File: src/rtl/rf_pkg.sv
// Shared defaults and the target-legality helper for the scoreboarded register file.
package rf_pkg;

  localparam int DATA_W_DEF = 32;
  localparam int ADDR_W_DEF = 5;
  localparam int DEPTH_DEF  = 32;

  // A register index may be written or marked pending only if it exists and is not the hardwired zero.
  function automatic logic legal_target(input int idx, input int depth, input int zero_reg);
    return (idx >= 32'sd0) && (idx < depth) && !((zero_reg != 32'sd0) && (idx == 32'sd0));
  endfunction

endpackage

File: src/rtl/reg_file_sb_if.sv
// Decode/writeback-facing bundle of the scoreboarded register file.
interface reg_file_sb_if
  import rf_pkg::*;
#(
  parameter int ADDR_W = ADDR_W_DEF,
  parameter int DATA_W = DATA_W_DEF
) ();

  logic [ADDR_W-1:0] ra1;
  logic [ADDR_W-1:0] ra2;
  logic [DATA_W-1:0] rd1;
  logic [DATA_W-1:0] rd2;
  logic              pend1;
  logic              pend2;
  logic              we;
  logic [ADDR_W-1:0] wa;
  logic [DATA_W-1:0] wd;
  logic              iss_valid;
  logic [ADDR_W-1:0] iss_rd;
  logic              pend_any;

  modport master (
    output ra1, ra2, we, wa, wd, iss_valid, iss_rd,
    input  rd1, rd2, pend1, pend2, pend_any
  );

  modport slave (
    input  ra1, ra2, we, wa, wd, iss_valid, iss_rd,
    output rd1, rd2, pend1, pend2, pend_any
  );

endinterface

File: src/rtl/rf_scoreboard.sv
// One pending bit per register: set on issue, cleared on writeback, issue wins on collision.
module rf_scoreboard
  import rf_pkg::*;
#(
  parameter int DEPTH    = DEPTH_DEF,
  parameter int ADDR_W   = ADDR_W_DEF,
  parameter int ZERO_REG = 1
) (
  input  logic              clk,
  input  logic              rst,
  input  logic              iss_valid,
  input  logic [ADDR_W-1:0] iss_rd,
  input  logic              we,
  input  logic [ADDR_W-1:0] wa,
  output logic [DEPTH-1:0]  pend,
  output logic              pend_any
);

  logic [DEPTH-1:0] pend_next;

  // Next pending vector; a new producer overrides a same-cycle writeback.
  always_comb begin
    pend_next = pend;
    for (int i = 0; i < DEPTH; i++) begin
      if (iss_valid && (iss_rd == ADDR_W'(i)) && legal_target(i, DEPTH, ZERO_REG)) begin
        pend_next[i] = 1'b1;
      end else if (we && (wa == ADDR_W'(i))) begin
        pend_next[i] = 1'b0;
      end else begin
        pend_next[i] = pend[i];
      end
    end
  end

  // Pending flops; pend_any is registered from the same next-state so it tracks pend exactly.
  always_ff @(posedge clk or posedge rst) begin
    if (rst) begin
      pend     <= {DEPTH{1'b0}};
      pend_any <= 1'b0;
    end else begin
      pend     <= pend_next;
      pend_any <= |pend_next;
    end
  end

endmodule

File: src/rtl/reg_file_sb.sv
// Two-read/one-write register file with optional bypass, zero register and per-register pending bits.
module reg_file_sb
  import rf_pkg::*;
#(
  parameter int DATA_W     = DATA_W_DEF,
  parameter int ADDR_W     = ADDR_W_DEF,
  parameter int DEPTH      = DEPTH_DEF,
  parameter int ZERO_REG   = 1,
  parameter int BYPASS     = 1,
  parameter int INIT_INDEX = 1
) (
  input  logic         clk,
  input  logic         rst,
  reg_file_sb_if.slave rf
);

  localparam int IDX_W = (DEPTH > 1) ? $clog2(DEPTH) : 1;

  logic [DATA_W-1:0] mem [DEPTH];
  logic [DEPTH-1:0]  pend;
  logic              write_ok;
  logic [ADDR_W-1:0] ra  [2];
  logic [DATA_W-1:0] rd  [2];
  logic              pnd [2];

  assign write_ok = rf.we && legal_target(int'(rf.wa), DEPTH, ZERO_REG);
  assign ra[0]    = rf.ra1;
  assign ra[1]    = rf.ra2;
  assign rf.rd1   = rd[0];
  assign rf.rd2   = rd[1];
  assign rf.pend1 = pnd[0];
  assign rf.pend2 = pnd[1];

  // Storage; reset preloads either the index or zero.
  always_ff @(posedge clk or posedge rst) begin
    if (rst) begin
      for (int i = 0; i < DEPTH; i++) begin
        mem[i] <= (INIT_INDEX != 0) ? DATA_W'(i) : {DATA_W{1'b0}};
      end
    end else if (write_ok) begin
      mem[rf.wa[IDX_W-1:0]] <= rf.wd;
    end
  end

  // Read ports; a forwarded writeback also resolves the operand hazard in the same cycle.
  always_comb begin
    for (int p = 0; p < 2; p++) begin
      rd[p]  = {DATA_W{1'b0}};
      pnd[p] = 1'b0;
      if (!legal_target(int'(ra[p]), DEPTH, ZERO_REG)) begin
        rd[p]  = {DATA_W{1'b0}};
        pnd[p] = 1'b0;
      end else if ((BYPASS != 0) && write_ok && (rf.wa == ra[p])) begin
        rd[p]  = rf.wd;
        pnd[p] = 1'b0;
      end else begin
        rd[p]  = mem[ra[p][IDX_W-1:0]];
        pnd[p] = pend[ra[p][IDX_W-1:0]];
      end
    end
  end

  rf_scoreboard #(
    .DEPTH    (DEPTH),
    .ADDR_W   (ADDR_W),
    .ZERO_REG (ZERO_REG)
  ) u_scoreboard (
    .clk       (clk),
    .rst       (rst),
    .iss_valid (rf.iss_valid),
    .iss_rd    (rf.iss_rd),
    .we        (rf.we),
    .wa        (rf.wa),
    .pend      (pend),
    .pend_any  (rf.pend_any)
  );

endmodule
File: src/flat_wrapper.sv
// flat-port wrapper written by rule: the top's interface ports become plain ports
module reg_file_sb_flat import rf_pkg::*;
#(
  parameter int DATA_W     = DATA_W_DEF,
  parameter int ADDR_W     = ADDR_W_DEF,
  parameter int DEPTH      = DEPTH_DEF,
  parameter int ZERO_REG   = 1,
  parameter int BYPASS     = 1,
  parameter int INIT_INDEX = 1
)
  (clk, rst, rf_ra1, rf_ra2, rf_we, rf_wa, rf_wd, rf_iss_valid, rf_iss_rd, rf_rd1, rf_rd2, rf_pend1, rf_pend2, rf_pend_any);
  reg_file_sb_if #(.ADDR_W(ADDR_W), .DATA_W(DATA_W)) rf_i ();
  input  logic clk;
  input  logic rst;
  input wire logic [$bits(rf_i.ra1)-1:0] rf_ra1;
  input wire logic [$bits(rf_i.ra2)-1:0] rf_ra2;
  input wire logic [$bits(rf_i.we)-1:0] rf_we;
  input wire logic [$bits(rf_i.wa)-1:0] rf_wa;
  input wire logic [$bits(rf_i.wd)-1:0] rf_wd;
  input wire logic [$bits(rf_i.iss_valid)-1:0] rf_iss_valid;
  input wire logic [$bits(rf_i.iss_rd)-1:0] rf_iss_rd;
  output wire logic [$bits(rf_i.rd1)-1:0] rf_rd1;
  output wire logic [$bits(rf_i.rd2)-1:0] rf_rd2;
  output wire logic [$bits(rf_i.pend1)-1:0] rf_pend1;
  output wire logic [$bits(rf_i.pend2)-1:0] rf_pend2;
  output wire logic [$bits(rf_i.pend_any)-1:0] rf_pend_any;
  assign rf_i.ra1 = rf_ra1;
  assign rf_i.ra2 = rf_ra2;
  assign rf_i.we = rf_we;
  assign rf_i.wa = rf_wa;
  assign rf_i.wd = rf_wd;
  assign rf_i.iss_valid = rf_iss_valid;
  assign rf_i.iss_rd = rf_iss_rd;
  assign rf_rd1 = rf_i.rd1;
  assign rf_rd2 = rf_i.rd2;
  assign rf_pend1 = rf_i.pend1;
  assign rf_pend2 = rf_i.pend2;
  assign rf_pend_any = rf_i.pend_any;
  reg_file_sb #(.DATA_W(DATA_W), .ADDR_W(ADDR_W), .DEPTH(DEPTH), .ZERO_REG(ZERO_REG), .BYPASS(BYPASS), .INIT_INDEX(INIT_INDEX)) u_core (.clk(clk), .rst(rst), .rf(rf_i));
endmodule
File: config.mk
export PLATFORM = sky130hd
export DESIGN_NAME = reg_file_sb_flat
export DESIGN_NICKNAME = d
export VERILOG_FILES = /design/src/rtl/rf_pkg.sv /design/src/rtl/reg_file_sb_if.sv /design/src/rtl/rf_scoreboard.sv /design/src/rtl/reg_file_sb.sv /design/src/flat_wrapper.sv
export SDC_FILE = /design/constraint.sdc
export NUM_CORES = 2
export LEC_CHECK = 0
export ABC_AREA = 1
export CORE_ASPECT_RATIO = 1.25
export CORE_MARGIN = 2
export CORE_UTILIZATION = 45
export CTS_CLUSTER_DIAMETER = 100
export CTS_CLUSTER_SIZE = 20
export DETAILED_ROUTE_END_ITERATION = 10
export SLEW_MARGIN = 20
export SYNTH_ARGS = -nofsm -noshare
export SYNTH_HDL_FRONTEND = slang
export SYNTH_HIERARCHICAL = 1
export SYNTH_SLANG_ARGS = --single-unit
File: constraint.sdc
create_clock -name clk -period 41.9 [get_ports clk]
set_input_delay 8.38 -clock clk [delete_from_list [all_inputs] [get_ports clk]]
set_output_delay 8.38 -clock clk [all_outputs]
set_load 0.03 [all_outputs]
After elaboration in Yosys (flattened, before gate mapping)
Index checks and enable logic that the tools add are counted.
{"block": "word_totals", "ff_bits": 1057, "in_bits": 56, "out_inout_bits": 67, "elab_cells": 264}
{"block": "op_classes", "order_cmp": 6, "n_eq_ne": 64, "muxes": 84, "n_bitwise": 3, "reduce_logical": 73}
{"op": "bitwise mux 1024 bit", "n": 1}
{"op": "binary-select mux 32 bit (select 5 bit)", "n": 2}
{"op": "two-way mux 32 bit", "n": 9}
{"op": "demux 32 bit (select 5 bit)", "n": 1}
{"op": "equality test 5 bit, second input constant", "n": 32}
{"op": "equality test 5 x 4 -> 1 bit, second input constant", "n": 16}
{"op": "two-way mux 1 bit", "n": 69}
{"op": "logical AND 1 bit", "n": 67}
{"op": "equality test 5 x 3 -> 1 bit, second input constant", "n": 8}
{"op": "OR reduction 32 bit", "n": 1}
{"op": "equality test 5 x 2 -> 1 bit, second input constant", "n": 4}
{"op": "zero test 5 bit", "n": 4}
{"op": ">= comparator 6 bit, second input constant", "n": 3}
{"op": "NOT 5 -> 6 bit", "n": 3}
{"op": "< comparator 5 x 6 -> 1 bit, second input constant", "n": 2}
{"op": "binary-select mux 1 bit (select 5 bit)", "n": 2}
{"op": "equality test 5 x 1 -> 1 bit, second input constant", "n": 2}
{"op": "equality test 5 bit", "n": 2}
{"op": "< comparator 6 x 1 -> 1 bit, second input constant", "n": 1}
{"op": "zero test 1 bit", "n": 1}

Logic depth before layout (Yosys ltp)
{"block": "depth", "depth_word": 6, "mapped_depth": 14, "ltp_nobuf": 11}

Modules after synthesis
The synthesis kept the hierarchy.
{"module": "reg_file_sb", "instances": 1, "cells_each": 7991, "area_per_inst_um2": 57770.4, "seq_area_each_um2": 25724.7}
{"module": "rf_scoreboard", "instances": 1, "cells_each": 257, "area_per_inst_um2": 1752.9, "seq_area_each_um2": 825.8}

Least setup slack after synthesis
OpenSTA, ideal clock, no wires.
{"block": "synth_timing", "kind": "input-to-output", "from": "input rf_wa[2]", "to": "output rf_pend1", "arrival_ps": 9930, "required_ps": 33520, "setup_slack_ps": 23590, "stages": 11, "path_buffers": 2, "cell_sequence": "buf_4 nor3_4 nand2_1 nand2_2 nor2_1 nand2_2 inv_2 nor2_2 buf_4 nand2_1 nor2_1"}
{"block": "synth_between", "elab_chain_cells": 6, "word_cells_on_any_way": 7, "cone_classes": "eq/ne: 1; mux: 2; reduce/logical: 4"}
{"element": "from (decl)", "line_no": "flat_wrapper.sv:18", "rtl": "input wire logic [$bits(rf_i.wa)-1:0] rf_wa;"}
{"element": "zero test 5 bit", "line_no": "rf_pkg.sv:10", "rtl": "return (idx >= 32'sd0) && (idx < depth) && !((zero_reg != 32'sd0) && (idx == 32'sd0));"}
{"element": "zero test 1 bit", "line_no": "rf_pkg.sv:10"}
{"element": "logical AND 1 bit", "line_no": "reg_file_sb.sv:26", "rtl": "assign write_ok = rf.we && legal_target(int'(rf.wa), DEPTH, ZERO_REG);"}
{"element": "logical AND 1 bit *", "line_no": "reg_file_sb.sv:53", "rtl": "end else if ((BYPASS != 0) && write_ok && (rf.wa == ra[p])) begin"}
{"element": "two-way mux 1 bit *", "line_no": "reg_file_sb.sv:53"}
{"element": "two-way mux 1 bit *", "line_no": "reg_file_sb.sv:50", "rtl": "if (!legal_target(int'(ra[p]), DEPTH, ZERO_REG)) begin"}
{"element": "to (decl)", "line_no": "flat_wrapper.sv:24", "rtl": "output wire logic [$bits(rf_i.pend1)-1:0] rf_pend1;"}
Mark *: on every way between the ends. The rest lies on a longest branch, timed or not.

Final worst setup path
{"block": "layout_timing", "from": "input rf_ra1[0]", "to": "output rf_rd1[20]"}
{"block": "layout_between", "elab_chain_cells": 6, "word_cells_on_any_way": 9, "cone_classes": "eq/ne: 1; mux: 5; bitwise: 1; reduce/logical: 2"}
{"element": "from (decl)", "line_no": "flat_wrapper.sv:15", "rtl": "input wire logic [$bits(rf_i.ra1)-1:0] rf_ra1;"}
{"element": "NOT 5 -> 6 bit (not written as such)", "line_no": "reg_file_sb.sv:57", "rtl": "rd[p] = mem[ra[p][IDX_W-1:0]];"}
{"element": "binary-select mux 32 bit (select 5 bit)", "line_no": "reg_file_sb.sv:57"}
{"element": "two-way mux 32 bit (not written as such) (2 in a row)", "line_no": "reg_file_sb.sv:57"}
{"element": "two-way mux 32 bit", "line_no": "reg_file_sb.sv:53"}
{"element": "two-way mux 32 bit *", "line_no": "reg_file_sb.sv:50"}
{"element": "to (decl)", "line_no": "flat_wrapper.sv:22", "rtl": "output wire logic [$bits(rf_i.rd1)-1:0] rf_rd1;"}
Mark *: on every way between the ends. The rest lies on a longest branch, timed or not. The select of a mux whose other input is x is not followed.

==> metrics.md <==
| Metric | Value |
|---|---|
| CTS tree | done |
| Initial antenna violation count | 9 |
| Status | finished, final reports clean |
| Most common cell after layout, fill and taps aside | nand2_1 |
| Clock root buffer | clkbuf_16 |
| Register area share after synthesis | 0.446 |
| DRT Wirelength | 234,000 um |
| Grt total ovfl | 0 |
| Vias per Instance | 6.07 |
| Cell count after placement | 9,451 |
| First-pass GRT wire length | 353,000 um |
| Die Span Y | 411 um |
| Mapped Cells | 8,248 |
| Tcrit/Tclk final | 0.517 |
| # hold bufs at CTS | 0 |
| Hold Crit Start | u_core/mem[1020]$_DFFE_PP0P_ |
| Fin nets | 7,832 |
| Synth Cell Area | 59,500 um2 |
| TritonCTS Buffers | 59 |
| GP Congestion | 0.877 |
| CP Launch Type | input pin |
| CP arrival | 13,290 ps |
| Post-synth top area share | 0.411 |
| Fill cells | 13.4k |
| Pin count of the biggest net entering global routing | 210 |
| Clock sink count | 1,057 |
| Top Ports | 123 |
| RSZ-0062 raised after global routing | no |
| Total iterations of the first detailed-routing run | 8 |
| Standby leakage power | 28.2 nW |
| Post-CTS setup buffers | 0 |
| # DRC | 0 |
| Syn nets | 8,304 |
| CTS clk-pin slew, worst paths | 90 ps |
| Setup TNS | 0 ps |
| Synth area leaders | dfrtp_1 41%, nand2_1 13%, o21ai_0 12%, nand3_1 7.1%, o211ai_1 6.0% |
| Worst hold slack | 397 ps |
| Ratio of cells with drive above 1 in the final layout | 0.0448 |
| Required @ worst endpoint | 33,520 ps |
| Crit-path max FO | 195 |
| Most frequent cells in the layout | 2,119 x nand2_1, 1,438 x o21ai_0, 977 x dfrtp_1 |
| All-Layer GR Usage | 0.344 |
| FF-to-FF Start | u_core/u_scoreboard/pend[11]$_DFF_PP0_ |
| Die area | 135,000 um2 |
| Final core utilization | 0.474 |
| Clock Tree Buf Depth | 3 |
| Starting Density | 0.452 |
| Buffers on Ports | 122 |
| Routed vias | 57.9k |
| Max-slew violations | 0 |
| Vias in the first global route | 54.7k |
| Hold WC Path Type | flip-flop to flip-flop |
| Wirelength per Cell | 24.6 um |
| Max Cap Violations | 0 |
| Die width | 329 um |
| Worst setup EP type | output port |
| Mapped Avg Cell Area | 7.22 um2 |
| Non-filler cells, final | 9,545 |
| Core Region | 132,000 um2 |
| Max Clk Rate | 46.1 MHz |
| Final antenna-violating net count | 0 |
| Synth-to-layout area growth | 4.83% |
| DPL Wire Length | 126,000 um |
| H-tree depth | 2 |
| #FFs+latches synth | 1,057 |
| Setup crit start | rf_ra1[0] |
| Slew margin rel. | 0.190 |
| Clock latency on the worst-skew pair | 730 ps |
| Yosys cell types | 31 |
| Power Dens Cells | 41.7 nW/um2 |
| Yosys warning count | 6 |
| Setup CP Type | input pin to output port |
| Rows | 149 |
| Iter 0 DRT Violations | 7,521 |
| Total power | 2.60 mW |
| Yosys top cell by area | dfrtp_1 |
| Final hold vios | 0 |
| Endpoints failing setup | 0 |
| Worst Skew | 40.6 ps |
| Post-layout min period | 21,670 ps |
| Worst slew pin tran | 1220 ps |
| Cts repair resizes | 0 |
| VDD IR max | 0.0402 mV |
synth_stat cells, drive strengths merged:
master and n:
a21oi 435, buf 289, clkbuf 457, clkinv 2, dfrtp 977, dfstp 80
inv 623, nand2 2149, nand3 846, nand4 3, nor2 373, nor3 10
nor3b 1, nor4 1, o211ai 479, o21ai 1482, o22ai 1, or2 32
xnor2 6, xor2 2
where the power goes:
group	internal [mW]	leakage, nW	total (mW)	switching (mW)
Sequential	1.22	13.3	1.34	0.122
Clock	0.274	0.811	0.639	0.365
Combinational	0.211	14.0	0.617	0.406
per-stage QoR:
stage | instance area (um2) | setup slack [ps]
6_report | 62400 | 20230
5_1_grt | 62400 | 20130
3_3_place_gp | 60700 | 20600
3_5_place_dp | 60700 | 20560
4_1_cts | 62400 | 20550
2_1_floorplan | 59500 | 4840
logic make-up after synthesis:
| logic type | synth area share |
|---|---|
| xor+xnor | 0.00118 |
| buf+inv | 0.0926 |
| compound gates | 0.222 |
| flops | 0.446 |
| simple gates | 0.239 |
critical path, stage by stage:
cell and delay (ps):
buf_8 390, buf_4 750, buf_12 480, buf_4 880, or2_2 230, nand3_1 60, nand3_1 120, nand3_1 90
nand3_1 120, nand3_1 150, nand2_1 260, clkdlybuf4s50_1 710
cell type report:
| cell class | instances | area (um2) | share of cell area |
|---|---|---|---|
| multi-input cells | 5820 | 27600 | 0.442 |
| flip-flops and latches | 1057 | 26600 | 0.426 |
| inverters | 625 | 2380 | 0.0382 |
| well taps | 1736 | 2170 | 0.0348 |
| repair buffers | 213 | 1990 | 0.0318 |
| clock buffers | 83 | 1610 | 0.0258 |
| clock inverters | 6 | 76.3 | 0.00122 |
| diodes | 5 | 12.5 | 0.000201 |
registers in the layout, indices dropped and copies added (netlist names):
register / count
u_core/mem: 1024
u_core/u_scoreboard/pend: 32
u_core/u_scoreboard/pend_any: 1
metal layers:
metal | share of wire | GRT usage | up-vias
li1 | - | - | 26400
met1 | 0.41 | 0.472 | 27900
met2 | 0.45 | 0.536 | 3038
met3 | 0.095 | 0.0529 | 547
met4 | 0.051 | 0.158 | 2
met5 | 0.000055 | 0 | -
path summary, 6_finish.rpt:
path                                                     endpoint  slack [ps]  cells after the start
max                                                    rf_rd1[20]       20230                     12
min                                  u_core/mem[1020]$_DFFE_PP0P_         400                      0
max reg2reg                u_core/u_scoreboard/pend_any$_DFF_PP0_       40450                      6
min reg2reg                          u_core/mem[1020]$_DFFE_PP0P_         400                      0
max in group asynchronous              u_core/mem[76]$_DFFE_PP0P_       29910                      6
min in group asynchronous  u_core/u_scoreboard/pend_any$_DFF_PP0_        8190                      3
No activity file was read; power rests on OpenSTA's default activity.
